File: config.mk
export PLATFORM = sky130hd
export DESIGN_NAME = servo_angle_ramp
export DESIGN_NICKNAME = d
export VERILOG_FILES = /design/src/rtl/servo_pkg.sv /design/src/rtl/servo_tick_gen.sv /design/src/rtl/servo_angle_ramp.sv
export SDC_FILE = /design/constraint.sdc
export NUM_CORES = 1
export LEC_CHECK = 0
export CAP_MARGIN = 20
export CORE_ASPECT_RATIO = 2
export CORE_MARGIN = 2
export CORE_UTILIZATION = 59
export CTS_CLUSTER_DIAMETER = 60
export DETAILED_ROUTE_END_ITERATION = 10
export PLACE_DENSITY = 0.81
export REMOVE_ABC_BUFFERS = 1
export SLEW_MARGIN = 20
export SYNTH_ARGS = -nofsm -noshare
export SYNTH_HDL_FRONTEND = slang
export SYNTH_SLANG_ARGS = --single-unit
File: constraint.sdc
create_clock -name clk -period 8.5 [get_ports clk]
set_input_delay 1.7 -clock clk [delete_from_list [all_inputs] [get_ports clk]]
set_output_delay 1.7 -clock clk [all_outputs]
set_load 0.01 [all_outputs]
File: src/rtl/servo_pkg.sv
// Shared definitions for the servo angle path: angle limits, widths, frame timing and FSM states.
package servo_pkg;

  localparam int unsigned ANGLE_MAX    = 180;
  localparam int unsigned ANGLE_W      = 8;
  localparam int unsigned CLK_HZ       = 50_000_000;
  localparam int unsigned FRAME_CYCLES = 1_000_000;

  typedef logic [ANGLE_W-1:0] angle_t;

  typedef enum logic {IDLE, RAMP} ramp_state_e;

  function automatic angle_t clamp_angle(input angle_t a);
    return (a > angle_t'(ANGLE_MAX)) ? angle_t'(ANGLE_MAX) : a;
  endfunction

endpackage

File: src/rtl/servo_tick_gen.sv
// Free-running frame counter; pulses tick for one clock every TICK_CYCLES clocks.
module servo_tick_gen #(
  parameter int unsigned TICK_CYCLES = servo_pkg::FRAME_CYCLES
) (
  input  logic clk,
  input  logic rst_n,
  output logic tick
);

  localparam int unsigned CntW = (TICK_CYCLES > 1) ? $clog2(TICK_CYCLES) : 1;
  localparam logic [CntW-1:0] CntMax = CntW'(TICK_CYCLES - 1);

  logic [CntW-1:0] cnt;

  always_ff @(posedge clk) begin
    if (!rst_n) begin
      cnt <= '0;
    end else if (cnt == CntMax) begin
      cnt <= '0;
    end else begin
      cnt <= cnt + 1'b1;
    end
  end

  assign tick = (cnt == CntMax);

endmodule

File: src/rtl/servo_angle_ramp.sv
// Slew-rate limiter for the servo PWM angle: accepts target commands and steps the output angle
// toward the target by STEP_DEG once per frame tick.
module servo_angle_ramp
  import servo_pkg::*;
#(
  parameter int unsigned TICK_CYCLES = FRAME_CYCLES,
  parameter int unsigned STEP_DEG    = 2,
  parameter int unsigned INIT_ANGLE  = 90
) (
  input  logic       clk,
  input  logic       rst_n,
  input  logic       cmd_valid,
  output logic       cmd_ready,
  input  logic [7:0] cmd_angle,
  output logic [7:0] angle,
  output logic       busy,
  output logic       done,
  output logic       clamped
);

  if (STEP_DEG < 1 || STEP_DEG > ANGLE_MAX) begin : g_bad_step
    $error("STEP_DEG must be in 1..180");
  end
  if (INIT_ANGLE > ANGLE_MAX) begin : g_bad_init
    $error("INIT_ANGLE must be <= 180");
  end
  if (TICK_CYCLES < 2) begin : g_bad_tick
    $error("TICK_CYCLES must be >= 2");
  end

  localparam angle_t Step = angle_t'(STEP_DEG);
  localparam angle_t Init = angle_t'(INIT_ANGLE);

  ramp_state_e state;
  angle_t      target;
  angle_t      cmd_tgt;
  angle_t      next_angle;
  logic [8:0]  diff;
  logic        tick;
  logic        accept;

  servo_tick_gen #(
    .TICK_CYCLES(TICK_CYCLES)
  ) u_tick_gen (
    .clk  (clk),
    .rst_n(rst_n),
    .tick (tick)
  );

  // Ready in every non-reset cycle, so it simply follows rst_n.
  assign cmd_ready = rst_n;
  assign accept    = cmd_valid & cmd_ready;

  always_comb begin
    cmd_tgt    = clamp_angle(cmd_angle);
    diff       = (target >= angle) ? ({1'b0, target} - {1'b0, angle})
                                   : ({1'b0, angle} - {1'b0, target});
    next_angle = (target > angle) ? angle + Step : angle - Step;
  end

  always_ff @(posedge clk) begin
    if (!rst_n) begin
      state   <= IDLE;
      angle   <= Init;
      target  <= Init;
      busy    <= 1'b0;
      done    <= 1'b0;
      clamped <= 1'b0;
    end else begin
      done    <= 1'b0;
      clamped <= 1'b0;
      if (accept) begin
        // An accept takes priority over a coincident tick: no step this frame.
        target  <= cmd_tgt;
        clamped <= (cmd_angle > angle_t'(ANGLE_MAX));
        if (cmd_tgt == angle) begin
          state <= IDLE;
          busy  <= 1'b0;
          done  <= 1'b1;
        end else begin
          state <= RAMP;
          busy  <= 1'b1;
        end
      end else if (tick && state == RAMP) begin
        if (diff <= {1'b0, Step}) begin
          angle <= target;
          state <= IDLE;
          busy  <= 1'b0;
          done  <= 1'b1;
        end else begin
          angle <= next_angle;
        end
      end
    end
  end

endmodule
==> reports/qor.log <==
INFO  outcome        status=completed
INFO  hold_path      holdCritPathClass=reg2reg
INFO  synth          netlist.area_leader.share=0.269
INFO  sta            fin_skew=15.0ps
INFO  sta            timing_hold_violations_final=0
INFO  worst_setup_path largest_fanout_of_any_net_on_the_critical_path=2
INFO  worst_setup_path critPathKind=in2out
INFO  detailed_routing post_drt_via_cell_ratio=6.33
INFO  clock_tree     insertion_delay=300ps
INFO  final_layout   register_area=781µm²
INFO  worst_setup_path timing.critical_path.slowest_cell_delay=540ps
INFO  floorplanning  die_w=53.6µm
INFO  clock_tree     cts_hold_repair.buffers=0
INFO  placement      post-place-ws=4080ps
INFO  synth          ys_async_sr_fraction=0
INFO  power_and_ir_drop power.ir.vdd_worst=0.000126V
INFO  synth          synth.yosys.warnings=0
INFO  clock_tree     cts.reportedPaths.clkPinSlew=80ps
INFO  worst_setup_path setup.worst_path.start_class=input pin
INFO  hold_path      hold_path_end=u_tick_gen.cnt[0]$_SDFF_PP0_
INFO  worst_setup_path timing.critical_path.arrival=2720ps
INFO  final_layout   final-instance-count-excl-fill=436
INFO  final_layout   multi_input_comb_area=1970µm²
INFO  synth          synth_edf_count=0
INFO  final_layout   final_nets=414
INFO  placement      port_buffers=22
INFO  detailed_routing remaining_drc_errors=0
INFO  worst_setup_path crit_path_cell_trace=clkdlybuf4s50_1 -> clkdlybuf4s50_1
INFO  sta            grt_setup_unrepaired=false
INFO  clock_tree     cts_post_setup_buffers_inserted=0
INFO  floorplanning  die_height=103µm
INFO  synth          syn_inst=362
INFO  worst_setup_path timing.rr.start=angle[6]$_SDFFE_PN1P_
INFO  final_layout   num_antenna_cells=0
INFO  synth          synth.yosys.seq_area_share=0.269
INFO  final_layout   layout_common_cells=sky130_fd_sc_hd__dfxtp_1 (39), sky130_fd_sc_hd__nor2_1 (29), sky130_fd_sc_hd__nand2_1 (26), sky130_fd_sc_hd__inv_1 (24)
INFO  worst_setup_path cp.required=6800ps
INFO  detailed_routing detail_routed_net_length_per_standard_cell=16.8µm
INFO  clock_tree     cts_resized=0
INFO  clock_tree     clock-sinks=39
INFO  final_layout   area_growth_syn_to_layout=11.2%
INFO  global_routing gr_util_all_layers=0.293
INFO  sta            fin_crit_sh=0.520
INFO  floorplanning  die-area=5530µm²
INFO  power_and_ir_drop power_density_normalized_to_cell_area=135nW/µm²
INFO  global_routing first_global_vias=2762
INFO  sta            worst_relative_slew_slack=0.358
INFO  sta            final-max-slew-violation-count=0
INFO  global_routing antenna_found_initial=0
INFO  placement      dpl.hpwl=5.65mm
INFO  power_and_ir_drop total_power=0.434mW
INFO  clock_tree     max-clock-path-buffers=2
INFO  detailed_routing drt_first_pass_iters=4
INFO  sta            worst-slew-pin-transition=956ps
INFO  sta            post-route-min-period=4420ps
INFO  sta            count_of_endpoints_failing_setup_in_the_final_report=0
INFO  worst_setup_path rr_worst_depth=14
INFO  worst_setup_path worst-r2r-setup-slack=4460ps
INFO  worst_setup_path worst_r2r_endpoint=angle[7]$_SDFFE_PN0P_
INFO  placement      dp_cells=428
INFO  clock_tree     cts_made_buffers=5
INFO  detailed_routing route.vias.total=2760
INFO  hold_path      hold_depth=1
INFO  detailed_routing postRouteWirelength=7.32mm
INFO  final_layout   mostFrequentLayoutCell=sky130_fd_sc_hd__dfxtp_1
INFO  floorplanning  fp.coreArea=4820µm²
INFO  sta            setup_ws=4080ps
INFO  final_layout   fraction_of_final_layout_cells_with_drive_strength_greater_than_1=0.0633
INFO  synth          ys_top_cells_by_area=sky130_fd_sc_hd__dfxtp_1 (27%), sky130_fd_sc_hd__ha_1 (9.5%), sky130_fd_sc_hd__xor2_1 (4.5%)
INFO  synth          post-synth-top-area-cell=sky130_fd_sc_hd__dfxtp_1
INFO  placement      routability_congestion_estimate_from_global_placement=0.961
INFO  floorplanning  std_cell_rows=36
INFO  placement      placedInstanceArea=3140µm²
INFO  synth          synth-main-ff-cell=sky130_fd_sc_hd__dfxtp_1
INFO  worst_setup_path timing.critical_path.max_delay_family=buffers and inverters
INFO  global_routing globalRoute.totalOverflow=0
INFO  floorplanning  initial_core_util=0.602
INFO  sta            setup_total_negative_slack=0ps
INFO  clock_tree     cts-root-buf=sky130_fd_sc_hd__clkbuf_8
INFO  detailed_routing detailedRoute.firstIterationViolations=86
INFO  detailed_routing postRouteAntennaNets=0
INFO  synth          syn_area_per_cell=8.02µm²
INFO  sta            fmax=0.226GHz
INFO  synth          ys_types=67
INFO  worst_setup_path crit_top_cell=sky130_fd_sc_hd__clkdlybuf4s50_1
INFO  clock_tree     cts_htree_levels=2
INFO  worst_setup_path endpoint_kind_of_the_worst_setup_timing_path=output port
INFO  global_routing first_pass_grt_wire_length=12.0mm
INFO  power_and_ir_drop power.leakage=1.27nW
INFO  global_routing grt_max_degree=29
INFO  synth          netlist_area=2900µm²
INFO  floorplanning  i_o_pin_total=23
INFO  final_layout   layout.filler_cells=405
INFO  hold_path      min-delay-start=u_tick_gen.cnt[0]$_SDFF_PP0_
INFO  worst_setup_path worstPathBufferInverterCount=2
INFO  flow_run       max-cap-violations=0
INFO  clock_tree     tritoncts=built
INFO  synth          synth_seq_cells=39
INFO  final_layout   finalInstanceArea=3230µm²
INFO  worst_setup_path timing.critical_path.slowest_stage_cell=sky130_fd_sc_hd__clkdlybuf4s50_1
## report_power, final
group	internal [mW]	switching, mW	total (mW)
logic	0.0501	0.0645	0.115
clock network	0.0571	0.0716	0.129
registers	0.187	0.00419	0.191
## synth_stat cells, drive strengths merged, types with 4 or more instances
cell    count
nor2       30
xnor2       9
nand2      26
dfxtp      39
or3         7
nor2b       5
nand4       5
a31oi       6
o21a        5
ha         22
nor3       10
inv        24
a21oi      21
nand3      21
and2        5
clkbuf     11
o21ai      21
a21o        6
xor2       15
o211ai      8
or2         4
and3        7
nor4        5
## state kept, by name (all words and copies together) (netlist names)
| name | flops |
|---|---|
| angle | 8 |
| clamped | 1 |
| target | 8 |
| done | 1 |
| u_tick_gen.cnt | 20 |
| state | 1 |
## metal layers
layer	global-route usage	wire [µm]
met3	0.0359	206
met5	0	0
met4	0.197	368
met1	0.288	2690
met2	0.541	4050
## logic make-up (layout without fill, tap and decap cells)
group / Yosys count / after routing / share of synthesized area
AND/OR/NAND/NOR: 139 / 139 / 0.254
AO/OA/AOI/OAI: 92 / 92 / 0.218
flip-flops: 39 / 39 / 0.269
buffers and inverters: 38 / 55 / 0.0534
adder cells (fa/ha/maj): 25 / 25 / 0.116
XOR/XNOR: 24 / 24 / 0.0724
multiplexers: 5 / 5 / 0.0181
## per-stage QoR
stage	util	hold WS (ps)
floorplan	-	426
global placement	0.651	445
detailed placement	0.651	454
CTS	0.669	474
global route	0.670	526
finish	0.670	473
## worst max-delay path by stage
stage | start | slack, ps | endpoint | depth (start not counted)
after detailed placement | rst_n | 4080 | cmd_ready | 2
final | rst_n | 4080 | cmd_ready | 2
after global routing | rst_n | 4050 | cmd_ready | 2
after CTS | rst_n | 4070 | cmd_ready | 2
after floorplan | angle[6]$_SDFFE_PN1P_ | 4830 | angle[7]$_SDFFE_PN0P_ | 14
after global placement | rst_n | 4090 | cmd_ready | 2
## final cells by class
class,count,share of cell area
clock inverters,3,0.00620
repair buffers,23,0.0706
well taps,57,0.0221
inverters,24,0.0279
flip-flops and latches,39,0.242
clock buffers,5,0.0213
multi-input cells,285,0.610
Note: power is estimated with default switching activity, not from simulation.
